## config.mk

```make
export PLATFORM = sky130hd
export DESIGN_NAME = ifu_lsu_mem_arbiter
export DESIGN_NICKNAME = d
export VERILOG_FILES = /design/src/rtl/ifu_lsu_mem_arbiter.sv
export SDC_FILE = /design/constraint.sdc
export NUM_CORES = 1
export LEC_CHECK = 0
export ABC_AREA = 1
export CORE_AREA = 2 2 111 113
export DETAILED_ROUTE_END_ITERATION = 10
export DIE_AREA = 0 0 113 115
export GPL_TIMING_DRIVEN = 0
export SLEW_MARGIN = 10
export SYNTH_ARGS = -nofsm -noshare
export SYNTH_HDL_FRONTEND = slang
export SYNTH_SLANG_ARGS = --single-unit
```

## constraint.sdc

```tcl
create_clock -name clk -period 1.6 [get_ports clk]
set_clock_uncertainty 0.1 [all_clocks]
set_input_delay 0.48 -clock clk [delete_from_list [all_inputs] [get_ports clk]]
set_output_delay 0.48 -clock clk [all_outputs]
set_load 0.005 [all_outputs]
```

## src/rtl/ifu_lsu_mem_arbiter.sv

```systemverilog
// Shares one memory command/response port between the IFU fetch channel and the LSU channel.
// LSU has fixed priority with an IFU starvation guard; an in-order ID FIFO routes each response back.
module ifu_lsu_mem_arbiter #(
   parameter int AW         = 32,
   parameter int DW         = 32,
   parameter int OUTS_DEPTH = 2,
   parameter int STARVE_LIM = 4
) (
   input  logic            clk,
   input  logic            rst_n,
   input  logic            ifu_cmd_valid,
   output logic            ifu_cmd_ready,
   input  logic [AW-1:0]   ifu_cmd_addr,
   output logic            ifu_rsp_valid,
   input  logic            ifu_rsp_ready,
   output logic [DW-1:0]   ifu_rsp_rdata,
   output logic            ifu_rsp_err,
   input  logic            lsu_cmd_valid,
   output logic            lsu_cmd_ready,
   input  logic            lsu_cmd_read,
   input  logic [AW-1:0]   lsu_cmd_addr,
   input  logic [DW-1:0]   lsu_cmd_wdata,
   input  logic [DW/8-1:0] lsu_cmd_wmask,
   output logic            lsu_rsp_valid,
   input  logic            lsu_rsp_ready,
   output logic [DW-1:0]   lsu_rsp_rdata,
   output logic            lsu_rsp_err,
   output logic            mem_cmd_valid,
   input  logic            mem_cmd_ready,
   output logic            mem_cmd_read,
   output logic [AW-1:0]   mem_cmd_addr,
   output logic [DW-1:0]   mem_cmd_wdata,
   output logic [DW/8-1:0] mem_cmd_wmask,
   input  logic            mem_rsp_valid,
   output logic            mem_rsp_ready,
   input  logic [DW-1:0]   mem_rsp_rdata,
   input  logic            mem_rsp_err,
   output logic            arb_spurious_err
);
   localparam int PW = (OUTS_DEPTH > 1) ? $clog2(OUTS_DEPTH) : 1;
   localparam int CW = $clog2(OUTS_DEPTH + 1);

   logic [PW-1:0]         wr_ptr_reg, wr_ptr_next;
   logic [PW-1:0]         rd_ptr_reg, rd_ptr_next;
   logic [CW-1:0]         count_reg, count_next;
   logic [3:0]            starve_cnt_reg, starve_cnt_next;
   logic                  spurious_reg, spurious_next;
   logic [OUTS_DEPTH-1:0] id_reg;

   logic full, empty, starve_hit, sel_ifu, sel_lsu;
   logic push, pop, head_lsu;

   assign full       = (count_reg == CW'(OUTS_DEPTH));
   assign empty      = (count_reg == '0);
   assign starve_hit = (starve_cnt_reg >= 4'(STARVE_LIM));
   assign sel_ifu    = ifu_cmd_valid & (~lsu_cmd_valid | starve_hit);
   assign sel_lsu    = lsu_cmd_valid & ~sel_ifu;
   assign head_lsu   = id_reg[rd_ptr_reg];

   always_comb begin
      mem_cmd_valid = (sel_ifu | sel_lsu) & ~full;
      ifu_cmd_ready = sel_ifu & ~full & mem_cmd_ready;
      lsu_cmd_ready = sel_lsu & ~full & mem_cmd_ready;
      mem_cmd_read  = 1'b1;
      mem_cmd_addr  = ifu_cmd_addr;
      mem_cmd_wdata = '0;
      mem_cmd_wmask = '0;
      if (!sel_ifu) begin
         mem_cmd_read  = lsu_cmd_read;
         mem_cmd_addr  = lsu_cmd_addr;
         mem_cmd_wdata = lsu_cmd_wdata;
         mem_cmd_wmask = lsu_cmd_wmask;
      end
   end

   // An empty FIFO means nothing is owed: swallow the beat so the bus never wedges.
   always_comb begin
      ifu_rsp_valid = mem_rsp_valid & ~empty & ~head_lsu;
      lsu_rsp_valid = mem_rsp_valid & ~empty & head_lsu;
      ifu_rsp_rdata = mem_rsp_rdata;
      lsu_rsp_rdata = mem_rsp_rdata;
      ifu_rsp_err   = mem_rsp_err;
      lsu_rsp_err   = mem_rsp_err;
      mem_rsp_ready = empty ? 1'b1 : (head_lsu ? lsu_rsp_ready : ifu_rsp_ready);
   end

   assign push = mem_cmd_valid & mem_cmd_ready;
   assign pop  = mem_rsp_valid & mem_rsp_ready & ~empty;
   assign arb_spurious_err = spurious_reg;

   always_comb begin
      wr_ptr_next     = wr_ptr_reg;
      rd_ptr_next     = rd_ptr_reg;
      count_next      = count_reg;
      starve_cnt_next = starve_cnt_reg;
      spurious_next   = spurious_reg | (mem_rsp_valid & empty);
      if (push)
         wr_ptr_next = (wr_ptr_reg == PW'(OUTS_DEPTH - 1)) ? '0 : wr_ptr_reg + PW'(1);
      if (pop)
         rd_ptr_next = (rd_ptr_reg == PW'(OUTS_DEPTH - 1)) ? '0 : rd_ptr_reg + PW'(1);
      if (push && !pop)
         count_next = count_reg + CW'(1);
      else if (pop && !push)
         count_next = count_reg - CW'(1);
      if (!ifu_cmd_valid || ifu_cmd_ready)
         starve_cnt_next = '0;
      else if (starve_cnt_reg != 4'hF)
         starve_cnt_next = starve_cnt_reg + 4'd1;
   end

   always_ff @(posedge clk) begin
      if (!rst_n) begin
         wr_ptr_reg     <= '0;
         rd_ptr_reg     <= '0;
         count_reg      <= '0;
         starve_cnt_reg <= '0;
         spurious_reg   <= 1'b0;
      end else begin
         wr_ptr_reg     <= wr_ptr_next;
         rd_ptr_reg     <= rd_ptr_next;
         count_reg      <= count_next;
         starve_cnt_reg <= starve_cnt_next;
         spurious_reg   <= spurious_next;
      end
   end

   // Requester id per slot: 0 = IFU, 1 = LSU.
   generate
      for (genvar gi = 0; gi < OUTS_DEPTH; gi++) begin : g_id
         always_ff @(posedge clk) begin
            if (!rst_n)
               id_reg[gi] <= 1'b0;
            else if (push && wr_ptr_reg == PW'(gi))
               id_reg[gi] <= ~sel_ifu;
         end
      end
   endgenerate
endmodule
```

==> impl_summary.md <==
Route
The number of remaining DRC errors is 20. The detailed-route wire length per cell is 13.3 um. Summing over every cut layer, the via total after detailed routing is 2951. The pre-antenna-repair detailed-routing pass consisted of 7 iterations. Summed over all nets, wire length on met2 after detailed routing comes to 5.64 mm. The total met3 wirelength after detailed routing is 969 um.

The initial detailed-routing violation count is 58. The residual antenna-violating net count after detailed routing is 0. Using the TritonRoute via totals, the vias-per-cell ratio works out to 3.78. The highest layer touched by signal routing is met4.

The wire length on met1 is 3.74 mm. The routed design has 10.4 mm of wire.

Clock tree
The insertion delay to the later sink of the worst-skew pair is 0.24 ns. The buffer type at the clock tree root is sky130_fd_sc_hd__clkbuf_16. After clock tree synthesis, the clock-pin slew on the worst setup and hold paths is 0.04 ns. TritonCTS built the clock tree. The clock passes through at most 2 buffers. The count of H-tree levels built during CTS is 1. Clock tree synthesis inserted a total of 3 buffers. Hold repair after CTS inserted 0 buffers. The number of sinks handled by clock tree synthesis is 11.

Placed design
The HPWL after detailed placement is 7.93 mm. The placed instance count is 735. The count of buffers from port buffering is 250.

After detailed placement, the total cell area comes to 4500 um^2. The final weighted congestion in routability-driven placement is 0.820.

Pwr
For this design the static power due to leakage is 2.74 nW. The cell internal power dissipation is 1.55 mW. The relative contribution of sequential cells to total power is 14.8%. The relative contribution of the clock network to total power is 20.0%. IR analysis of the VDD net gives a maximum drop of 492 uV.

The switching share of total power is 32.3%. The fraction of power consumed by combinational cells is 65.2%. In this run the power spent charging and discharging nets is 0.740 mW. The total power after layout is 2.29 mW.

For this design the ratio of total power to cell area is 443 nW/um^2.

Worst setup path
The delay contributed by the slowest stage of the critical path is 0.33 ns. In this run the worst path has a maximum fanout of 6. The critical path goes through nor2_4 -> nand2_4 -> nand2_8 -> inv_12 -> buf_8 -> buf_6 -> nor3_4 -> buf_2.

The cell at the slowest stage of the critical path is sky130_fd_sc_hd__dfxtp_2. The buffer and inverter count on the worst path is 4. The kind of end point of the critical path is an output port. The category of cells accounting for the largest share of critical-path delay is simple AND/OR/NAND/NOR gates. The startpoint type of the worst setup path is a flop. The critical setup path kind is reg -> out. The data required time at the worst endpoint is 1.02 ns. The arrival time of the worst setup path is 1.45 ns.

Timing
Timing would allow up to 493 MHz. The hold violation total from the final report is 0. The final hold slack is 0.388 ns.

In this run the tightest slew margin relative to its limit is 73.3%. The number of pins exceeding their max-slew limit in the final report is 0. The shortest period the worst path allows is 2.03 ns. The slack of the critical path is -0.429 ns. The final worst-path cycle share is 127%. Setup repair after global routing could not meet its margin everywhere.

At the pin with the least slew margin, the transition time is 0.398 ns. The final number of setup-violating endpoints is 76.

Final layout
The area taken by multi-input logic gates is 1220 um^2. The final core utilization is 43.7%. The register with the most flip-flops in the layout has 4 of them.

The most common cell after layout, fill and taps aside is sky130_fd_sc_hd__clkdlybuf4s50_1. The repair_antennas step left the layout with diodes totalling 0. The sequential cell area is 231 um^2.

The filler cells instantiated in the layout total 1249. The final net count is 779. Of the cells placed in the final design, the portion with a size suffix greater than 1 is 47.2%. Once layout is complete, the cells apart from fillers number 781. The post-route cell area is 5170 um^2. In the layout the commonest cells are sky130_fd_sc_hd__clkdlybuf4s50_1, sky130_fd_sc_hd__buf_4, sky130_fd_sc_hd__nand2_1. The area growth from synthesis to layout is 187%.

Die
The die outline width is 113 um. The total I/O pin count is 284. The floorplan has 40 rows.

The initial standard-cell utilization of the core is 15.2%. The die is 115 um tall. The die area is 13000 um^2. The core region area is 11800 um^2.

Synthesis
The number of nets in the synthesized netlist is 482. After synthesis the netlist holds a flip-flop and latch count of 11. The warning count from the yosys run is 0. After technology mapping, the gate count stands at 338. The cell area after synthesis is 1800 um^2. In this run, distinct cell masters in the synthesized netlist total 22. The share of the yosys chip area belonging to registers is 12.2%.

The average cell area after synthesis is 5.32 um^2.

GRT
The maximum number of pins on one net before global-route repair is 8. The first global-routing pass estimated 14.8 mm of wire. Summed over all layers, the global routing overflow is 0. The initial antenna violation count is 0. The overall global routing resource usage is 14.2%.

The number of global-route vias before repair came to 2879.

Min path
The min-delay analysis places its worst path in the category reg -> reg.

Run status
The final reports fail on design-rule violations, negative setup slack. The run finished, with violations left.

Flow run
Across the run, the number of max-cap violations was 0.
## cells in the mapped netlist, drive strengths merged
cell type  instances  area (um^2)
ha                 2         25.0
xnor2              1         8.76
nand2            118          450
o21ai              4         20.0
or2                2         12.5
xor2               1         8.76
nand3              5         25.0
a21oi             10         50.1
inv               53          201
o21bai             1         7.51
buf               76          554
dfxtp             11          220
nand3b             1         7.51
nor2              51          191
nand4              1         6.26
nor3               1         10.0
## cell families (layout without fill, tap and decap cells)
kind of cell | after synthesis | count (layout) | synth area share [%]
compound gates | 15 | 15 | 4.31
xor+xnor | 2 | 2 | 0.974
fa+ha+maj | 2 | 2 | 1.39
buf+inv | 129 | 425 | 42.0
flops | 11 | 11 | 12.2
simple gates | 179 | 179 | 39.1
## timing repair
action	in CTS	in global routing
setup endpoints to repair	144	79
resized for setup	518	65
pin swaps	27	18
setup buffers	32	7
gates cloned	7	0
## cell type report
class	count	share of cell area, %
Buffer	74	11.9
Clock buffer	4	1.53
Inverter	53	4.14
Multi-Input combinational cell	198	23.5
Sequential cell	11	4.48
Tap cell	147	3.56
Timing Repair Buffer	293	50.6
Timing Repair inverter	1	0.218
## power by group through the flow
stage                     combinational (mW)  clock [mW]  sequential [mW]
final                                   1.49       0.458            0.339
after detailed placement                1.25           0            0.335
after floorplan                        0.440           0            0.329
after global routing                    1.61       0.486            0.342
after CTS                               1.36       0.455            0.333
after global placement                  1.24           0            0.334
## final timing paths
check               startpoint                 to  slack (ns)  cells after the start
max          starve_cnt_reg[3]      lsu_cmd_ready       -0.43                      8
min          starve_cnt_reg[1]  starve_cnt_reg[1]        0.39                      2
max reg2reg       count_reg[1]       count_reg[1]       -0.04                     11
min reg2reg  starve_cnt_reg[1]  starve_cnt_reg[1]        0.39                      2
## through the flow
stage / TNS [ns] / setup slack (ns)
2_1_floorplan: -0.00823 / -0.00823
3_3_place_gp: -85.96 / -1.24
3_5_place_dp: -87.01 / -1.25
4_1_cts: -28.24 / -0.450
5_1_grt: -31.89 / -0.500
6_report: -26.82 / -0.429
## routing by layer
metal  up-vias  track usage [%]
met3         9             3.32
li1       1518                -
met1      1295             16.0
met5         -                0
met2       129             27.8
met4         0             1.79
## worst register-to-register path: cells and delay by family (launching register included)
kind / cells / cell delay [ns]
AO/OA/AOI/OAI: 2 / 0.19
adder cells (fa/ha/maj): 1 / 0.21
buffers and inverters: 2 / 0.26
flip-flops: 1 / 0.35
AND/OR/NAND/NOR: 6 / 0.47
Note: power is estimated with default switching activity, not from simulation.
